==> src/rtl/game_pkg.sv <==
// rtl/game_pkg.sv - shared types and constants for the round sequencer
package game_pkg;

  typedef enum logic [1:0] {
    IDLE = 2'd0,
    GAP  = 2'd1,
    SHOW = 2'd2,
    DONE = 2'd3
  } state_t;

  localparam int NUM_BUTTONS = 3;

  // Fibonacci taps 8,6,5,4 expressed as bit positions 7,5,4,3
  localparam logic [7:0] LFSR_TAPS = 8'hB8;

  function automatic logic [NUM_BUTTONS-1:0] onehot_target(input logic [7:0] r);
    logic [7:0] idx;
    idx = r % 8'd3;
    case (idx)
      8'd0:    return 3'b001;
      8'd1:    return 3'b010;
      default: return 3'b100;
    endcase
  endfunction

endpackage

==> src/rtl/round_sequencer_if.sv <==
// rtl/round_sequencer_if.sv - game controller / button / LED signals of the round sequencer
interface round_sequencer_if;
  import game_pkg::*;

  logic                   startGame;
  logic [NUM_BUTTONS-1:0] btn;
  logic [NUM_BUTTONS-1:0] ledTarget;
  logic [7:0]             score;
  logic [7:0]             roundNum;
  logic                   hit;
  logic                   miss;
  logic                   stopOut;

  modport master (
    output startGame, btn,
    input  ledTarget, score, roundNum, hit, miss, stopOut
  );

  modport slave (
    input  startGame, btn,
    output ledTarget, score, roundNum, hit, miss, stopOut
  );

endinterface

==> src/rtl/round_sequencer_lfsr8.sv <==
// rtl/round_sequencer_lfsr8.sv - free-running 8-bit Fibonacci LFSR for target selection
module lfsr8
  import game_pkg::*;
#(
  parameter logic [7:0] SEED = 8'hA5
) (
  input  logic       clk,
  input  logic       rst,
  output logic [7:0] q
);

  always_ff @(posedge clk or negedge rst) begin
    if (!rst) begin
      q <= SEED;
    end else begin
      q <= {q[6:0], ^(q & LFSR_TAPS)};
    end
  end

endmodule

==> src/rtl/round_sequencer.sv <==
// rtl/round_sequencer.sv - timed round FSM: gap, lit target window, hit/miss scoring, stop
module round_sequencer
  import game_pkg::*;
#(
  parameter int         NUM_ROUNDS    = 10,
  parameter int         WINDOW_CYCLES = 25000000,
  parameter int         GAP_CYCLES    = 12500000,
  parameter int         TIMER_W       = 26,
  parameter logic [7:0] LFSR_SEED     = 8'hA5
) (
  input  logic              clk,
  input  logic              rst,
  round_sequencer_if.slave  bus
);

  localparam logic [TIMER_W-1:0] GAP_LOAD    = TIMER_W'(GAP_CYCLES - 1);
  localparam logic [TIMER_W-1:0] WINDOW_LOAD = TIMER_W'(WINDOW_CYCLES - 1);
  localparam logic [7:0]         LAST_ROUND  = 8'(NUM_ROUNDS - 1);

  state_t                 state_q, state_d;
  logic [TIMER_W-1:0]     timer_q, timer_d;
  logic [NUM_BUTTONS-1:0] btn_prev_q;
  logic [NUM_BUTTONS-1:0] led_q, led_d;
  logic [7:0]             score_q, score_d;
  logic [7:0]             round_q, round_d;
  logic                   hit_q, hit_d;
  logic                   miss_q, miss_d;
  logic                   stop_q, stop_d;
  logic [7:0]             lfsr_q;
  logic [NUM_BUTTONS-1:0] rise;
  logic                   decided;

  lfsr8 #(.SEED(LFSR_SEED)) u_lfsr (
    .clk (clk),
    .rst (rst),
    .q   (lfsr_q)
  );

  assign rise = bus.btn & ~btn_prev_q;

  always_ff @(posedge clk or negedge rst) begin
    if (!rst) begin
      state_q    <= IDLE;
      timer_q    <= '0;
      btn_prev_q <= '0;
      led_q      <= '0;
      score_q    <= '0;
      round_q    <= '0;
      hit_q      <= 1'b0;
      miss_q     <= 1'b0;
      stop_q     <= 1'b0;
    end else begin
      state_q    <= state_d;
      timer_q    <= timer_d;
      btn_prev_q <= bus.btn;
      led_q      <= led_d;
      score_q    <= score_d;
      round_q    <= round_d;
      hit_q      <= hit_d;
      miss_q     <= miss_d;
      stop_q     <= stop_d;
    end
  end

  always_comb begin
    state_d = state_q;
    timer_d = timer_q;
    led_d   = led_q;
    score_d = score_q;
    round_d = round_q;
    hit_d   = 1'b0;
    miss_d  = 1'b0;
    stop_d  = 1'b0;
    decided = 1'b0;

    case (state_q)
      IDLE: begin
        led_d = '0;
        if (bus.startGame) begin
          score_d = '0;
          round_d = '0;
          timer_d = GAP_LOAD;
          state_d = GAP;
        end
      end

      GAP: begin
        led_d = '0;
        if (!bus.startGame) begin
          state_d = IDLE;
        end else if (timer_q == '0) begin
          led_d   = onehot_target(lfsr_q);
          timer_d = WINDOW_LOAD;
          state_d = SHOW;
        end else begin
          timer_d = timer_q - 1'b1;
        end
      end

      SHOW: begin
        if (!bus.startGame) begin
          led_d   = '0;
          state_d = IDLE;
        end else begin
          // a wrong button outranks the right one; any press outranks timeout
          if (|(rise & ~led_q)) begin
            miss_d  = 1'b1;
            decided = 1'b1;
          end else if (|(rise & led_q)) begin
            hit_d   = 1'b1;
            decided = 1'b1;
            if (score_q != 8'hFF) begin
              score_d = score_q + 1'b1;
            end
          end else if (timer_q == '0) begin
            miss_d  = 1'b1;
            decided = 1'b1;
          end else begin
            timer_d = timer_q - 1'b1;
          end

          if (decided) begin
            led_d   = '0;
            round_d = round_q + 1'b1;
            if (round_q == LAST_ROUND) begin
              stop_d  = 1'b1;
              state_d = DONE;
            end else begin
              timer_d = GAP_LOAD;
              state_d = GAP;
            end
          end
        end
      end

      DONE: begin
        led_d = '0;
        if (!bus.startGame) begin
          state_d = IDLE;
        end else begin
          stop_d = 1'b1;
        end
      end

      default: begin
        state_d = IDLE;
        timer_d = '0;
        led_d   = '0;
        score_d = '0;
        round_d = '0;
      end
    endcase
  end

  assign bus.ledTarget = led_q;
  assign bus.score     = score_q;
  assign bus.roundNum  = round_q;
  assign bus.hit       = hit_q;
  assign bus.miss      = miss_q;
  assign bus.stopOut   = stop_q;

endmodule

==> src/flat_wrapper.sv <==
// flat-port wrapper written by rule: the top's interface ports become plain ports
module round_sequencer_flat import game_pkg::*;
#(
  parameter int         NUM_ROUNDS    = 10,
  parameter int         WINDOW_CYCLES = 25000000,
  parameter int         GAP_CYCLES    = 12500000,
  parameter int         TIMER_W       = 26,
  parameter logic [7:0] LFSR_SEED     = 8'hA5
)
  (clk, rst, bus_startGame, bus_btn, bus_ledTarget, bus_score, bus_roundNum, bus_hit, bus_miss, bus_stopOut);
  round_sequencer_if bus_i ();
  input  logic clk;
  input  logic rst;
  input wire logic [$bits(bus_i.startGame)-1:0] bus_startGame;
  input wire logic [$bits(bus_i.btn)-1:0] bus_btn;
  output wire logic [$bits(bus_i.ledTarget)-1:0] bus_ledTarget;
  output wire logic [$bits(bus_i.score)-1:0] bus_score;
  output wire logic [$bits(bus_i.roundNum)-1:0] bus_roundNum;
  output wire logic [$bits(bus_i.hit)-1:0] bus_hit;
  output wire logic [$bits(bus_i.miss)-1:0] bus_miss;
  output wire logic [$bits(bus_i.stopOut)-1:0] bus_stopOut;
  assign bus_i.startGame = bus_startGame;
  assign bus_i.btn = bus_btn;
  assign bus_ledTarget = bus_i.ledTarget;
  assign bus_score = bus_i.score;
  assign bus_roundNum = bus_i.roundNum;
  assign bus_hit = bus_i.hit;
  assign bus_miss = bus_i.miss;
  assign bus_stopOut = bus_i.stopOut;
  round_sequencer #(.NUM_ROUNDS(NUM_ROUNDS), .WINDOW_CYCLES(WINDOW_CYCLES), .GAP_CYCLES(GAP_CYCLES), .TIMER_W(TIMER_W), .LFSR_SEED(LFSR_SEED)) u_core (.clk(clk), .rst(rst), .bus(bus_i));
endmodule
==> config.mk <==
export PLATFORM = sky130hd
export DESIGN_NAME = round_sequencer_flat
export DESIGN_NICKNAME = d
export VERILOG_FILES = /design/src/rtl/game_pkg.sv /design/src/rtl/round_sequencer_if.sv /design/src/rtl/round_sequencer_lfsr8.sv /design/src/rtl/round_sequencer.sv /design/src/flat_wrapper.sv
export SDC_FILE = /design/constraint.sdc
export NUM_CORES = 1
export LEC_CHECK = 0
export CORE_ASPECT_RATIO = 1.75
export CORE_MARGIN = 1
export CORE_UTILIZATION = 65
export DETAILED_ROUTE_END_ITERATION = 12
export PLACE_DENSITY = 0.93
export SYNTH_ARGS = -nofsm -noshare
export SYNTH_HDL_FRONTEND = slang
export SYNTH_HIERARCHICAL = 1
export SYNTH_SLANG_ARGS = --single-unit
==> constraint.sdc <==
create_clock -name clk -period 6.7 [get_ports clk]
set_input_delay 1.34 -clock clk [delete_from_list [all_inputs] [get_ports clk]]
set_output_delay 1.34 -clock clk [all_outputs]
set_load 0.01 [all_outputs]
== After elaboration in Yosys (flattened, before gate mapping) ==
Index checks and enable logic that the tools add are counted.
Storage, ports and cells
  bits in registers: 61
  bits of input ports: 6
  output and inout bits: 22
  word-level logic and storage cells: 99
Cells by class
  $add $sub $neg: 3
  divide/modulo/power cells: 1
  eq/ne operators: 16
  muxes and demuxes: 51
  bitwise operators: 5
  reductions and logical operators: 13
Operator list (number)
  $mux 26: 9
  $pmux 26 s3: 1
  $mux 8: 7
  $pmux 8 s2: 2
  $logic_not 26->1: 1
  $sub 26x1->26 const B: 1
  $mux 1: 17
  $add 8x1->8 const B: 2
  $mux 2: 7
  $mux 3: 4
  $reduce_and 4->1: 3
  $ne 2x2->1 const B: 5
  $and 3x3->3: 3
  $pmux 3 s3: 1
  $eq 8x1->1 const B: 1
  $eq 8x4->1 const B: 1
  $logic_not 8->1: 1
  $mod 8x2->8 const B: 1
  $ne 8x8->1 const B: 1
  $pmux 2 s4: 1
  $reduce_xor 8->1: 1
  $ne 2x1->1 const B: 3
  $ne 3x2->1 const B: 2
  $not 3->3: 2
  other kinds (10): 12

== Depth between registers and ports, before layout ==
Gate-level depths: netlist (run 1).
  depth in word-level cells: 11
  mapped depth: 17
  mapped depth without buffers: 15

== Modules after synthesis ==
Netlist (run 1), hierarchy kept.
By module, submodules not included
  round_sequencer: times used 1, cells an instance 488, area an instance 4000.1 µm², seq. area each 1326.3 µm²
  lfsr8: times used 1, cells an instance 11, area an instance 231.5 µm², seq. area each 205.2 µm²

== Least setup slack after synthesis (run 1) ==
OpenSTA, ideal clock, no wires.
  kind: register to register
  start: register u_core.u_lfsr.q[3]
  end: register u_core.led_q[2] (netlist: u_core/bus.ledTarget[2])
  setup time: 120 ps
  arrival: 3322 ps
  required time: 6580 ps
  path slack: 3257 ps
  stages on the path, launching flop included: 18
  buffers on the path: 2
  clock period less this slack: 3443 ps
  cells stage by stage: dfrtp_1 > buf_2 > or3b_1 > a31o_2 > o22ai_1 > nor2_1 > inv_1 > ha_1 > clkbuf_1 > inv_1 > a31oi_1 > a31o_1 > ha_1 > inv_1 > a311o_1 > a21oi_1 > a211oi_2 > a41o_1
On the way
  word-level cells in the longest chain between the ends: 6
  elaborated cells between the ends (all ways): 7
  classes of those cells: div (1); eq/ne (1); mux (4); reduce/logical (1)
Ends and longest elaborated chain
  start: declaration: RTL line round_sequencer_lfsr8.sv:9  | output logic [7:0] q
  start signal: assignment: RTL line round_sequencer_lfsr8.sv:16  | q <= {q[6:0], ^(q & LFSR_TAPS)};
  $mod 8x2->8 (*): RTL line game_pkg.sv:18  | idx = r % 8'd3;
  $eq 8x1->1 / $logic_not 8->1 (equally long branches): RTL line game_pkg.sv:19  | case (idx)
  $pmux 3 s2 (*): RTL line game_pkg.sv:19
  $mux 3 (*): RTL line round_sequencer.sv:91  | end else if (timer_q == '0) begin
  $mux 3 (*): RTL line round_sequencer.sv:89  | if (!bus.startGame) begin
  $pmux 3 s3 (*): RTL line round_sequencer.sv:76  | case (state_q)
  end signal: assignment: RTL line round_sequencer.sv:56  | led_q <= led_d;
  end: declaration: RTL line round_sequencer.sv:23  | logic [NUM_BUTTONS-1:0] led_q, led_d;
Mark *: on every way between the ends. The rest lies on a longest branch, timed or not.
A chain may end at the register's enable or synchronous reset.

== Worst setup path after layout (run 1) ==
  start: register u_core.u_lfsr.q[3]
  end: register u_core.led_q[1] (netlist: u_core/bus.ledTarget[1])
The elaborated chain is that of the path after synthesis.

==> run_results.csv, run 1 <==
group,metric,value,unit
clocking,insertion_delay,0.36,ns
timing,worst_pin_slew,0.897,ns
clocking,cts_hold_buf,0,
setup_path,worst_setup_path_end_kind,"register",
route,vias_per_cell,6.91,
logic_synthesis,yosys.area.top_type_share,0.337,
route,drt_first_pass_iters,6,
cells_and_area,n_antenna_cell,0,
timing,slew_viol_final,0,
logic_synthesis,ys_warn_count,6,
logic_synthesis,ys_top_cells_by_area,"dfrtp_1 34%, a21oi_1 5.4%, o21ai_0 4.4%, nor2_1 4.1%, nand2_1 3.8%",
setup_path,cp.arrival,4.26,ns
grt,grt_pass1_wl,19.3,mm
timing,slew_headroom,0.402,
status,status,"finished clean",
clocking,clk_pin_slew,0.07,ns
clocking,cts_tree,"done",
setup_path,path_class,"reg -> reg",
logic_synthesis,synth_edf_count,0,
power_and_ir_drop,powerDensity,295,nW/um2
route,detail-route-antenna-nets,0,
placed_design,dp_hpwl,7.97,mm
logic_synthesis,synth_cell_type_count,75,
die,std_cell_rows,38,
logic_synthesis,syn_nets,516,
logic_synthesis,synth_area_leader_cell,"dfrtp_1",
timing,fin_skew,0.00809,ns
grt,grt_max_degree,62,
timing,setup_violations,0,
setup_path,cp.required,6.96,ns
route,vias,4147,
die,ios,28,
logic_synthesis,synth_flop_cell,"dfrtp_1",
cells_and_area,multiInputGateArea,2490,um2
cells_and_area,nets,532,
grt,grt-ovfl-total,0,
clocking,htreeDepth,3,
die,die-area,6850,um2
placed_design,gp_congestion,0.991,
worst_hold_path,min-delay-start,"u_core/u_lfsr/q[5]",
placed_design,post_dp_cell_area,4510,um2
timing,hold_violations,0,
clocking,cts_setup_buffers,0,
logic_synthesis,synthArstFlopShare,1.00,
cells_and_area,layout-drive-gt1-share,0.0808,
clocking,cts-root-buf,"clkbuf_8",
logic_synthesis,syn_area_per_cell,8.48,um2
route,first_iter_violations,451,
timing,max_freq,250,MHz
setup_path,start_kind,"register",
worst_hold_path,hp-class,"reg -> reg",
die,die-height,109,um
cells_and_area,syn2layout_area_growth,11.1,%
logic_synthesis,syn_inst,499,
placed_design,numPortBuffers,27,
logic_synthesis,ys_seq_area_frac,0.362,
grt,grt_pass1_vias,4118,
route,wl_per_cell,19.3,um
cells_and_area,seqCellArea,1530,um2
setup_path,cp_max_fo,14,
clocking,cts_resized,0,
die,die_w,63.0,um
clocking,clock_sinks,61,
power_and_ir_drop,vdd_drop_max,0.163,mV
setup_path,timing.rr.start,"u_core/u_lfsr/q[3]",
logic_synthesis,yosysMostFrequentCell,"dfrtp_1",
cells_and_area,fin_util,0.755,
setup_path,startpoint,"u_core/u_lfsr/q[3]",
die,start_util,0.679,
logic_synthesis,synth_area,4230,um2
timing,rsz0062_at_grt,"false",
cells_and_area,fin_area,4700,um2
power_and_ir_drop,p_leak,1.86,nW
grt,gr-usage-all-layers,0.363,
logic_synthesis,ys_ff_latch,61,
route,drt_wl_total,11.6,mm
route,drc_errors,0,
logic_synthesis,yosys-top-cells-count,"57 x dfrtp_1, 46 x a21oi_1, 46 x nor2_1",
cells_and_area,fill_cells,442,
clocking,cts_made_buffers,9,
timing,whs,0.466,ns
clocking,cts_buffer_depth,2,
die,core_area,6230,um2
timing,final.min_clock_period,3.99,ns
timing,period_share,0.596,
grt,grt_antenna_before_repair,0,
timing,fin_setup_tns,0,ns
job,max_cap_viol_count,0,
[final timing paths]
check	end	slack, ns	cells after the start
max	u_core/bus.ledTarget[1]	2.71	15
min	u_core/u_lfsr/q[6]	0.47	0
max reg2reg	u_core/bus.ledTarget[1]	2.71	15
min reg2reg	u_core/u_lfsr/q[6]	0.47	0
max in group asynchronous	u_core/timer_q[16]	5.05	2
min in group asynchronous	u_core/bus.miss	1.14	2
[where the power goes]
part / internal [mW] / switching (mW)
sequential: 0.423 / 0.0855
combinational: 0.206 / 0.357
clock: 0.174 / 0.143
total: 0.803 / 0.585
[cell usage in the layout (no fill, tap or decap), types with 5 or more instances in the layout]
master,instances
xor2_1,14
a21o_1,5
clkdlybuf4s50_1,26
clkbuf_8,13
nand2_1,43
o31ai_1,7
nand3_1,13
or3_1,11
nor2b_1,8
nor2_1,46
o21a_1,5
buf_4,5
nor4_1,9
inv_1,21
o22ai_1,6
mux2i_1,6
xnor2_1,14
a21oi_1,46
dfrtp_1,57
nor3_1,8
o21ai_0,37
a31oi_1,12
nand4_1,7
ha_1,11
[layout make-up]
| class | count | area share |
|---|---|---|
| Clock buffer | 15 | 0.0396 |
| Tap cell | 80 | 0.0213 |
| Timing Repair Buffer | 32 | 0.0644 |
| Clock inverter | 1 | 0.00106 |
| Sequential cell | 61 | 0.326 |
| Inverter | 23 | 0.0189 |
| Multi-Input combinational cell | 388 | 0.529 |
[stage by stage]
stage	power (mW)	setup WS, ns	cells
6_report	1.39	2.71	600
3_3_place_gp	1.02	2.73	584
2_1_floorplan	0.890	3.26	499
4_1_cts	1.37	2.77	600
3_5_place_dp	1.05	2.54	584
5_1_grt	1.46	2.49	600
[cell families (layout without fill, tap and decap cells)]
kind of cell | after synthesis | after routing | synth area share
fa+ha+maj | 11 | 11 | 0.0325
compound gates | 161 | 161 | 0.249
buf+inv | 50 | 71 | 0.0500
simple gates | 181 | 181 | 0.232
flops | 61 | 61 | 0.362
xor+xnor | 28 | 28 | 0.0580
mux | 7 | 7 | 0.0169
[per-layer routing]
layer  GRT usage  up-vias  wire (um)
met5           0        -          0
met4       0.292        0        801
met3      0.0617       89        790
met2       0.621      255       5870
met1       0.391     1940       4110
li1            -     1863          -
[state kept, by name, summed over array words and instances (netlist names)]
name	flops
u_core/bus.stopOut	1
u_core/bus.hit	1
u_core/bus.ledTarget	3
u_core/bus.score	8
u_core/bus.roundNum	8
u_core/u_lfsr/q	8
u_core/btn_prev_q	3
u_core/timer_q	26
u_core/bus.miss	1
u_core/state_q	2
[worst max-delay path, stage by stage, from the launching register on]
cell,delay [ns]
dfrtp_1,0.61
or3b_1,0.42
a31o_2,0.26
o22ai_1,0.24
nor2_1,0.17
inv_1,0.13
ha_1,0.32
inv_1,0.17
a31oi_1,0.18
a31o_1,0.18
ha_1,0.25
inv_1,0.06
a311o_1,0.32
a21oi_1,0.17
a211oi_2,0.10
o31ai_1,0.29
No activity file was read; power rests on OpenSTA's default activity.
==> inputs of run 2 (changes only) <==
Settings changed: CORE_UTILIZATION 65 to 60, PLACE_DENSITY 0.93 to 0.87.
Clock period 6.7 ns to 3.87 ns, I/O delays scaled along.
==> run_results.csv, run 2 (synthesis results as in run 1) <==
group,metric,value,unit
setup_path,path_cells,"or4b_1 -> mux2i_2 -> o22a_1 -> nor2_1 -> inv_1 -> ha_4 -> inv_1 -> a31oi_1 -> a31o_1 -> ha_1 -> inv_1 -> a311o_1 -> a21oi_1 -> a211oi_2 -> a41o_1",
timing,slew_headroom,0.481,
power_and_ir_drop,vdd_drop_max,0.333,mV
grt,gr-usage-all-layers,0.332,
setup_path,slowest_delay,0.58,ns
cells_and_area,mostFrequentLayoutCells,"55 x dfrtp_1, 46 x a21oi_1, 46 x nor2_1",
timing,max_freq,277,MHz
die,die_w,65.5,um
power_and_ir_drop,finalPower,2.67,mW
power_and_ir_drop,clockPowerShare,0.290,
cells_and_area,layout-drive-gt1-share,0.0966,
timing,slew_viol_final,0,
setup_path,cp_max_fo,14,
power_and_ir_drop,powerDensity,547,nW/um2
cells_and_area,stdcell_count,612,
placed_design,numPortBuffers,27,
cells_and_area,regMostFlops,"u_core/timer_q",
placed_design,dp_hpwl,8.29,mm
power_and_ir_drop,p_seq_frac,0.327,
timing,setup_violations,0,
grt,grt_pass1_wl,18.7,mm
route,met1_length,4.21,mm
route,vias_per_cell,6.74,
cells_and_area,largest_register_ffs,26,
timing,fin_skew,0.00569,ns
cells_and_area,seqCellArea,1530,um2
route,detail-route-antenna-nets,0,
timing,final.min_clock_period,3.61,ns
die,die-area,7410,um2
die,start_util,0.617,
setup_path,cpLargestDelayFamily,"compound AO/OA/AOI/OAI gates",
timing,hold_violations,0,
placed_design,gp_congestion,0.950,
setup_path,timing.rr.start,"u_core/u_lfsr/q[3]",
die,die-height,113,um
setup_path,cp_common_cell,"inv_1",
power_and_ir_drop,internal-power,1.64,mW
power_and_ir_drop,p_comb_frac,0.383,
route,vias,4123,
setup_path,cp_num_buf_inv,3,
clocking,cts-root-buf,"clkbuf_16",
clocking,cts_resized,0,
clocking,clk_pin_slew,0.05,ns
status,status,"finished clean",
placed_design,dp_cells,596,
setup_path,worst_setup_path_end_kind,"register",
clocking,cts_hold_buf,0,
route,first_iter_violations,422,
power_and_ir_drop,p_sw,1.02,mW
clocking,clock_sinks,61,
worst_hold_path,hp-class,"reg -> reg",
timing,layout_setup_ws,0.262,ns
route,drt_first_pass_iters,5,
clocking,insertion_delay,0.33,ns
timing,fin_setup_tns,0,ns
cells_and_area,multiInputGateArea,2500,um2
route,dr_wl_met2,6.21,mm
setup_path,cp.arrival,3.82,ns
grt,grt-ovfl-total,0,
setup_path,startpoint,"u_core/u_lfsr/q[3]",
setup_path,worst_path_max_delay_cell,"or4b_1",
clocking,cts_buffer_depth,2,
timing,rsz0062_at_grt,"false",
grt,grt_max_degree,32,
power_and_ir_drop,p_leak,1.93,nW
clocking,htreeDepth,3,
worst_hold_path,min-delay-start,"u_core/u_lfsr/q[5]",
route,met3_length,652,um
setup_path,start_kind,"register",
grt,grt_pass1_vias,3968,
cells_and_area,mostFrequentLayoutCell,"dfrtp_1",
clocking,cts_tree,"done",
route,drt_wl_total,11.6,mm
clocking,cts_made_buffers,9,
cells_and_area,n_antenna_cell,0,
placed_design,dp_slack,0.129,ns
route,wl_per_cell,19.0,um
route,top_layer,"met4",
cells_and_area,fill_cells,535,
route,drc_errors,0,
cells_and_area,fin_util,0.712,
die,std_cell_rows,40,
power_and_ir_drop,switching_share,0.384,
cells_and_area,syn2layout_area_growth,15.4,%
clocking,cts_setup_buffers,0,
die,ios,28,
timing,period_share,0.932,
job,max_cap_viol_count,0,
grt,grt_antenna_before_repair,0,
timing,worst_pin_slew,0.775,ns
die,core_area,6860,um2
cells_and_area,nets,540,
setup_path,cp.required,4.08,ns
setup_path,path_class,"reg -> reg",
==> run 2: layout make-up <==
class	instances	area share
inverter	23	0.0182
clock buffer	15	0.0528
sequential	61	0.314
multi-input combinational	388	0.513
tap	84	0.0215
clock inverter	1	0.00615
timing repair buffer	40	0.0743
==> run 2: routing by layer <==
metal | up-vias | track usage
met2 | 183 | 0.583
met1 | 2008 | 0.353
li1 | 1881 | -
met3 | 51 | 0.0605
met5 | - | 0
met4 | 0 | 0.213
==> run 2: final timing paths <==
kind	end	slack [ns]	cells after the start
setup / recovery	u_core/bus.ledTarget[2]	0.26	15
hold / removal	u_core/u_lfsr/q[6]	0.46	0
setup reg to reg	u_core/bus.ledTarget[2]	0.26	15
hold reg to reg	u_core/u_lfsr/q[6]	0.46	0
max in group asynchronous	u_core/timer_q[21]	2.51	2
min in group asynchronous	u_core/bus.score[6]	0.49	1
==> run 2: power groups by stage <==
stage	sequential [mW]	combinational, mW	clock (mW)
after floorplan	0.827	0.714	0
after global placement	0.868	0.952	0
after detailed placement	0.877	0.986	0
after CTS	0.867	0.994	0.784
after global routing	0.885	1.10	0.816
final	0.873	1.02	0.775
==> run 2: stage by stage <==
step	cell area [um2]	hold WS [ns]
detailed placement	4580	0.456
finish	4880	0.459
floorplan	4230	0.366
CTS	4860	0.463
global route	4880	0.469
global placement	4580	0.449
==> inputs of run 3 (changes only) <==
Settings changed: SKIP_CTS_REPAIR_TIMING set to 1.
==> results of run 3 <==
Final layout, timing and power as in run 2 (identical DEF).
